**src/rtl/product_control.sv**
```systemverilog
// Sequential shift-add unsigned multiplier controller: IDLE -> LOAD -> CALC (WIDTH iterations) -> DONE.
// Run accepted only in IDLE; Ready pulses one cycle, WIDTH+2 cycles after Run is sampled.
module product_control #(
   parameter int WIDTH = 32
) (
   input  logic                 clk,
   input  logic                 Reset,
   input  logic                 Run,
   input  logic [WIDTH-1:0]     Multiplier_in,
   input  logic [WIDTH-1:0]     Multiplicand_in,
   output logic                 Mcand_W_ctrl,
   output logic [2*WIDTH-1:0]   Product_out,
   output logic                 Busy,
   output logic                 Ready
);

   localparam int CW = (WIDTH > 1) ? $clog2(WIDTH) : 1;
   localparam logic [CW-1:0] LAST_ITER = CW'(WIDTH - 1);

   typedef enum logic [1:0] {IDLE, LOAD, CALC, DONE} state_t;

   state_t               state_q, state_d;
   logic [2*WIDTH-1:0]   product_q, product_d;
   logic [CW-1:0]        cnt_q, cnt_d;
   logic                 busy_q, ready_q, mcand_w_q;
   logic [WIDTH:0]       addend;
   logic [WIDTH:0]       sum;

   // The upper half plus the multiplicand keeps its carry, which is shifted into the top bit.
   assign addend = product_q[0] ? {1'b0, Multiplicand_in} : '0;
   assign sum    = {1'b0, product_q[2*WIDTH-1:WIDTH]} + addend;

   always_comb begin
      state_d   = state_q;
      product_d = product_q;
      cnt_d     = cnt_q;
      case (state_q)
         IDLE: begin
            if (Run) state_d = LOAD;
         end
         LOAD: begin
            product_d = {{WIDTH{1'b0}}, Multiplier_in};
            cnt_d     = '0;
            state_d   = CALC;
         end
         CALC: begin
            product_d = {sum, product_q[WIDTH-1:1]};
            cnt_d     = cnt_q + CW'(1);
            if (cnt_q == LAST_ITER) state_d = DONE;
         end
         DONE: begin
            state_d = IDLE;
         end
         default: begin
            state_d = IDLE;
         end
      endcase
   end

   // Outputs are registered alongside the state so they reflect the state being entered.
   always_ff @(posedge clk) begin
      if (Reset) begin
         state_q   <= IDLE;
         product_q <= '0;
         cnt_q     <= '0;
         busy_q    <= 1'b0;
         ready_q   <= 1'b0;
         mcand_w_q <= 1'b0;
      end else begin
         state_q   <= state_d;
         product_q <= product_d;
         cnt_q     <= cnt_d;
         busy_q    <= (state_d == LOAD) || (state_d == CALC);
         ready_q   <= (state_d == DONE);
         mcand_w_q <= (state_d == LOAD);
      end
   end

   assign Product_out  = product_q;
   assign Busy         = busy_q;
   assign Ready        = ready_q;
   assign Mcand_W_ctrl = mcand_w_q;

endmodule

```
**config.mk**
```make
export PLATFORM = sky130hd
export DESIGN_NAME = product_control
export DESIGN_NICKNAME = d
export VERILOG_FILES = /design/src/rtl/product_control.sv
export SDC_FILE = /design/constraint.sdc
export NUM_CORES = 1
export LEC_CHECK = 0
export CORE_MARGIN = 3
export CORE_UTILIZATION = 49
export CTS_CLUSTER_DIAMETER = 100
export DETAILED_ROUTE_END_ITERATION = 8
export GPL_ROUTABILITY_DRIVEN = 0
export HOLD_SLACK_MARGIN = 0.06
export PLACE_DENSITY = 0.79
export RECOVER_POWER = 25
export SLEW_MARGIN = 20
export SYNTH_ARGS = -nofsm -noshare
export SYNTH_HDL_FRONTEND = slang
export SYNTH_SLANG_ARGS = --single-unit
```
**constraint.sdc**
```tcl
create_clock -name clk -period 3.3 [get_ports clk]
set_input_delay 0.495 -clock clk [delete_from_list [all_inputs] [get_ports clk]]
set_output_delay 0.495 -clock clk [all_outputs]
set_load 0.005 [all_outputs]
```
-- Yosys cells after proc, flatten, opt, wreduce, memory -nomap -nowiden
Index checks and enable logic that the tools add are counted.
- RAM bits: 0
- output and inout bits: 67
- bits in latches: 0
- input bits: 67
- flip-flop bits (word level): 74
- word-level logic and storage cells: 24
- memories kept: 0
- memory bits (read-only): 0
- div/mod/pow operators: 0
- shifts and indexed selects: 0
- add/subtract/negate cells: 2
- bitwise gates (word level): 0
- magnitude comparators: 0
- multiply operators: 0
- reductions and logical operators: 3
- multiplexer cells: 6
- equality and inequality tests: 7
- operators by type and width (cell ; number):
    64-bit case mux with 2 select lines ; 1
    32-bit by 32-bit adder with 33-bit output ; 1
    32-bit 2-to-1 mux ; 1
    5-bit case mux with 2 select lines ; 1
    2-bit equality test (second input constant) ; 4
    2-bit case mux with 4 select lines ; 1
    5-bit by 1-bit adder with 5-bit output (second input constant) ; 1
    5-bit equality test (second input constant) ; 1
    2-bit by 1-bit equality test with 1-bit output (second input constant) ; 2
    2-bit 2-to-1 mux ; 2
    2-bit logical NOT ; 1
    2-bit nonzero test ; 1
    1-bit logical OR ; 1

-- Longest topological paths before layout
Gate-level depths: netlist of the first run.
- depth after elaboration: 5
- gate-level depth with buffers: 11
- gate-level depth less buffers: 11

-- Worst setup path before layout of the first run
No wires, ideal clock.
- path type: input-to-reg
- start point: in Multiplicand_in[0]
- end point: reg product_q[59] (netlist: Product_out[59])
- stages on the path: 11
- setup slack: 658 ps
- data arrival time: 2524 ps
- data required time: 3183 ps
- setup time: 117 ps
- path buffers: 0
- cells stage by stage: and2_1 -> ha_1 -> inv_1 -> fa_1 -> nor2b_1 -> o2111ai_1 -> a2111oi_0 -> nor3_1 -> o22ai_1 -> mux2i_1 -> nand2_1
- longest elaborated chain between the ends: 3
- ends and longest elaborated chain (element ; line ; text):
    start, declared ; 10 ; input logic [WIDTH-1:0] Multiplicand_in,
    32-bit 2-to-1 mux ; 30 ; assign addend = product_q[0] ? {1'b0, Multiplicand_in} : '0;
    32-bit by 32-bit adder with 33-bit output ; 31 ; assign sum = {1'b0, product_q[2*WIDTH-1:WIDTH]} + addend;
    64-bit case mux with 2 select lines ; 37 ; case (state_q)
    end signal, assigned ; 71 ; product_q <= product_d;
    end, declared ; 23 ; logic [2*WIDTH-1:0] product_q, product_d;
No other way between the ends.
A chain may end at the register's enable or synchronous reset.

-- Worst setup path after layout of the first run
Ends and elaborated chain as after synthesis.

==> results.txt, run 1 <==
----------------------------------------------------
[Routing]
  Detailed Route WL ... between 10000 and 15000 um
  Detail Route Antenna Nets ... 0
  Routed wire length on met2 ... 6670 um
  Detailed-route via count ... roughly 4900
  Drt wl/cell ... around 16 um
  Vias per Instance ... ~5.7
  Top sig layer ... met4
  Met3 wire length ... 706 um
  Routed length on met1 ... 5890 um
  Initial DRC Count ... approximately 260
  Number of search-and-repair iterations in the first detailed-routing pass ... 5
  Remaining routing DRC violations ... 0

[Logic synthesis]
  Cell area after technology mapping ... around 0.0050 mm^2
  Area share of the leading cell type in the synthesized netlist ... 0.298
  Gate count after technology mapping ... between 600 and 700
  Library cell occupying the most area in the post-synthesis netlist ... sky130_fd_sc_hd__dfxtp_1
  Seq/Total Area, Yosys ... 0.298
  Number of warnings reported in the yosys synthesis log ... 0
  Count of distinct cell types in the synthesized netlist ... 58
  Most common cell in the netlist ... sky130_fd_sc_hd__dfxtp_1
  Share of flip-flops with an asynchronous set or reset ... 0
  Most used flip-flop cell after synthesis ... sky130_fd_sc_hd__dfxtp_1
  Most numerous cell types in the synthesized netlist ... sky130_fd_sc_hd__dfxtp_1 (74), sky130_fd_sc_hd__nor2_1 (69), sky130_fd_sc_hd__nand2_1 (53), sky130_fd_sc_hd__a21oi_1 (46), sky130_fd_sc_hd__ha_1 (38)
  Leading post-synthesis cells by cell area ... sky130_fd_sc_hd__dfxtp_1 (30%), sky130_fd_sc_hd__ha_1 (9.6%), sky130_fd_sc_hd__mux2i_1 (6.8%)
  EDFF count, synth ... 0
  Synthesized area divided by synthesized cell count ... 8.05 um^2
  Synthesized Nets ... a little over 700
  Synthesized flop and latch total ... between 70 and 80

[Setup path]
  Kind of critical path ... in -> reg
  Critical Path Fanout Max ... 4
  Launch point of the worst path ... Multiplicand_in[0]
  Crit path DAT ... 3.28 ns
  Critical Path Source Type ... input pin
  Worst R2R Setup Slack ... 0.27 ns
  Endpoint of the lowest-slack register-to-register path ... Product_out[63]
  Required time at the worst-slack endpoint ... ~3.6 ns
  Worst setup endpoint ... Product_out[59]
  Endpoint class of the critical path ... flip-flop
  R2R cell count ... 10
  Launch instance of the worst register-to-register path ... Product_out[0]

[Clock tree]
  Library cell used as clock root buffer ... sky130_fd_sc_hd__clkbuf_8
  Maximum buffer depth of the clock tree ... 2
  Total of cells resized after clock tree synthesis ... 0
  Number of H-tree levels ... 3
  Clock tree from TritonCTS ... done
  Sinks on Clock Net ... 74
  Buffers inserted during post-CTS setup optimization ... 0
  Post-CTS Hold Fix Bufs ... 0
  Clock slew at reported path FFs ... around 0.090 ns
  TritonCTS Buffers ... 9
  Clock Latency Late Sink ... ~0.35 ns

[Layout]
  Number of standard cells in the final layout excluding fillers ... around 870
  Area overhead of the layout relative to synthesis ... 32.7%
  Final design area excluding fillers ... between 0.006 and 0.007 mm^2
  Share of final-layout standard cells stronger than drive strength 1 ... 0.0608
  NumNets Final ... 841
  Number of antenna cells inserted ... 0

[Timing]
  Max Clk Rate ... between 300 and 400 MHz
  Finish-stage setup viols ... 0
  Max Transition Viols Final ... 0
  Unrepaired setup endpoints after global routing ... no
  Period Utilization, post-route ... 0.919
  Slew of the pin with the lowest slew margin ... just under 0.8 ns
  Hold Vio Cnt, Final ... 0
  Clock period minus final worst setup slack ... a little over 3 ns
  Max transition margin ... 0.469
  WHS ... 0.482 ns
  Clock skew after layout ... between 0.01 and 0.015 ns

[Floorplanning]
  Die boundary width ... about 110 um
  Core Footprint ... approximately 0.0098 mm^2
  Effective utilization at floorplan ... 0.506
  Chip Height ... between 100 and 150 um
  Die area ... ~0.011 mm^2
  Boundary Pins ... between 100 and 150
  Number of placement rows ... 36

[Global route]
  First-pass GRT wire length ... around 23000 um
  Global routing usage summed across all routing layers ... 0.241
  Global route total overflow ... 0
  Number of global-route vias before repair ... 4939
  Pin count of the biggest net entering global routing ... 70
  Antenna violations before repair ... 0

[Outcome]
  Outcome ... complete, no violations

[Power]
  Worst IR drop on VDD ... 0.426 mV
  Leakage power figure ... 2.59 nW
  Power density relative to cell area ... 531 mW/mm^2

[Run]
  Count of max-cap constraint violations ... 0

[Place]
  Half-perimeter wire length after detailed placement ... a little over 10000 um
  Cell count after placement ... 857
  Port buffer count ... 133
  DP Area ... roughly 0.0064 mm^2

[Min path]
  Hold Crit Class ... reg -> reg

----------------------------------------------------
[cell usage in the layout, fill, tap and decap left out, types with 2 or more instances in the layout]
master and count:
sky130_fd_sc_hd__a21oi_1 46, sky130_fd_sc_hd__o21ai_0 16, sky130_fd_sc_hd__inv_1 18, sky130_fd_sc_hd__nor2_1 68
sky130_fd_sc_hd__or4_1 4, sky130_fd_sc_hd__xor2_1 8, sky130_fd_sc_hd__and3_1 7, sky130_fd_sc_hd__nand3_1 12
sky130_fd_sc_hd__o31ai_2 2, sky130_fd_sc_hd__o32ai_1 2, sky130_fd_sc_hd__a22oi_1 8, sky130_fd_sc_hd__inv_6 3
sky130_fd_sc_hd__clkdlybuf4s50_1 97, sky130_fd_sc_hd__clkbuf_8 9, sky130_fd_sc_hd__o2111ai_1 3, sky130_fd_sc_hd__ha_1 36
sky130_fd_sc_hd__o211ai_1 6, sky130_fd_sc_hd__o31ai_1 3, sky130_fd_sc_hd__and2_1 31, sky130_fd_sc_hd__nor2b_1 12
sky130_fd_sc_hd__nor3_1 7, sky130_fd_sc_hd__buf_4 13, sky130_fd_sc_hd__ha_2 2, sky130_fd_sc_hd__o21bai_1 4
sky130_fd_sc_hd__a211oi_1 35, sky130_fd_sc_hd__o21a_1 10, sky130_fd_sc_hd__xnor2_1 15, sky130_fd_sc_hd__o21ai_1 12
sky130_fd_sc_hd__dlygate4sd3_1 35, sky130_fd_sc_hd__o221ai_1 2, sky130_fd_sc_hd__clkinvlp_4 2, sky130_fd_sc_hd__dfxtp_1 74
sky130_fd_sc_hd__a31oi_1 5, sky130_fd_sc_hd__nand2_1 53, sky130_fd_sc_hd__mux2i_1 34, sky130_fd_sc_hd__nand4_1 8
sky130_fd_sc_hd__a21o_1 9
[registers in the layout (all words and copies together) (netlist names)]
| name | cells |
|---|---|
| Product_out | 64 |
| Mcand_W_ctrl | 1 |
| Ready | 1 |
| cnt_q | 5 |
| state_q | 2 |
| Busy | 1 |
[how the worst min path moves through the flow]
stage | cells past startpoint | endpoint | start | slack [ns]
after floorplan | 2 | Product_out[51] | Product_out[51] | 0.46
after global placement | 2 | Product_out[49] | Product_out[49] | 0.46
after detailed placement | 2 | Product_out[51] | Product_out[51] | 0.46
after CTS | 2 | Product_out[51] | Product_out[51] | 0.48
after global routing | 2 | Product_out[52] | Product_out[52] | 0.50
final | 2 | Product_out[52] | Product_out[52] | 0.48
[cells by family after synthesis]
family,share of synthesized area
AOI/OAI and AO/OA,0.244
xor gates and xnor gates,0.0405
adders and majority gates,0.0996
buffers and inverters,0.0460
DFF,0.298
muxes,0.0684
and+or+nand+nor,0.204
[final cells by class]
class | count | area [um^2]
inverter | 19 | 71.3
sequential | 74 | 1480
clock inverter | 7 | 61.3
tap | 133 | 166
timing repair buffer | 146 | 1420
multi-input combinational | 485 | 3270
fill | 842 | 3220
clock buffer | 9 | 124
[worst max-delay path: stages]
cell and delay (ns):
sky130_fd_sc_hd__clkdlybuf4s50_1 0.45, sky130_fd_sc_hd__and2_1 0.12, sky130_fd_sc_hd__ha_1 0.17, sky130_fd_sc_hd__inv_1 0.06, sky130_fd_sc_hd__fa_1 0.39, sky130_fd_sc_hd__nor2b_1 0.16
sky130_fd_sc_hd__o2111ai_1 0.21, sky130_fd_sc_hd__a2111oi_0 0.44, sky130_fd_sc_hd__nor3_1 0.22, sky130_fd_sc_hd__o22ai_1 0.28, sky130_fd_sc_hd__mux2i_1 0.21, sky130_fd_sc_hd__nand2_1 0.06
[layer usage]
metal	global-route usage	vias up
li1	-	2469
met3	0.0415	27
met5	0	-
met4	0.0740	0
met1	0.302	2305
met2	0.423	147
[power by group]
| part | leakage [nW] | switching [mW] | internal (mW) | total [mW] |
|---|---|---|---|---|
| sequential | 0.603 | 0.101 | 1.05 | 1.16 |
| clock | 0.0888 | 0.394 | 0.288 | 0.681 |
| combinational | 1.90 | 0.916 | 0.750 | 1.67 |
| total | 2.59 | 1.41 | 2.09 | 3.50 |
[metrics by stage]
stage	setup TNS, ns	utilization	setup WS, ns	total power [mW]
finish	0	0.672	0.267	3.50
global route	0	0.672	0.0604	3.78
CTS	0	0.672	0.301	3.57
detailed placement	-0.186	0.653	-0.0659	2.88
global placement	0	0.653	0.00571	2.82
floorplan	0	-	0.658	2.26
(Power assumes the default switching activity.)
==> inputs of run 2 (changes only) <==
--- a/config.mk
+++ b/config.mk
@@ -7,7 +7,8 @@
 export LEC_CHECK = 0
 export CORE_MARGIN = 3
 export CORE_UTILIZATION = 49
-export CTS_CLUSTER_DIAMETER = 100
+export CTS_CLUSTER_DIAMETER = 120
+export CTS_CLUSTER_SIZE = 12
 export DETAILED_ROUTE_END_ITERATION = 8
 export GPL_ROUTABILITY_DRIVEN = 0
 export HOLD_SLACK_MARGIN = 0.06
==> results of run 2 <==
Same layout as run 1: the final DEF is identical, and so are final timing and power.
==> inputs of run 3 (changes only) <==
--- a/config.mk
+++ b/config.mk
@@ -5,6 +5,7 @@
 export SDC_FILE = /design/constraint.sdc
 export NUM_CORES = 1
 export LEC_CHECK = 0
+export CAP_MARGIN = 20
 export CORE_MARGIN = 3
 export CORE_UTILIZATION = 49
 export CTS_CLUSTER_DIAMETER = 120
==> results of run 3 <==
Same layout as run 1: the final DEF is identical, and so are final timing and power.
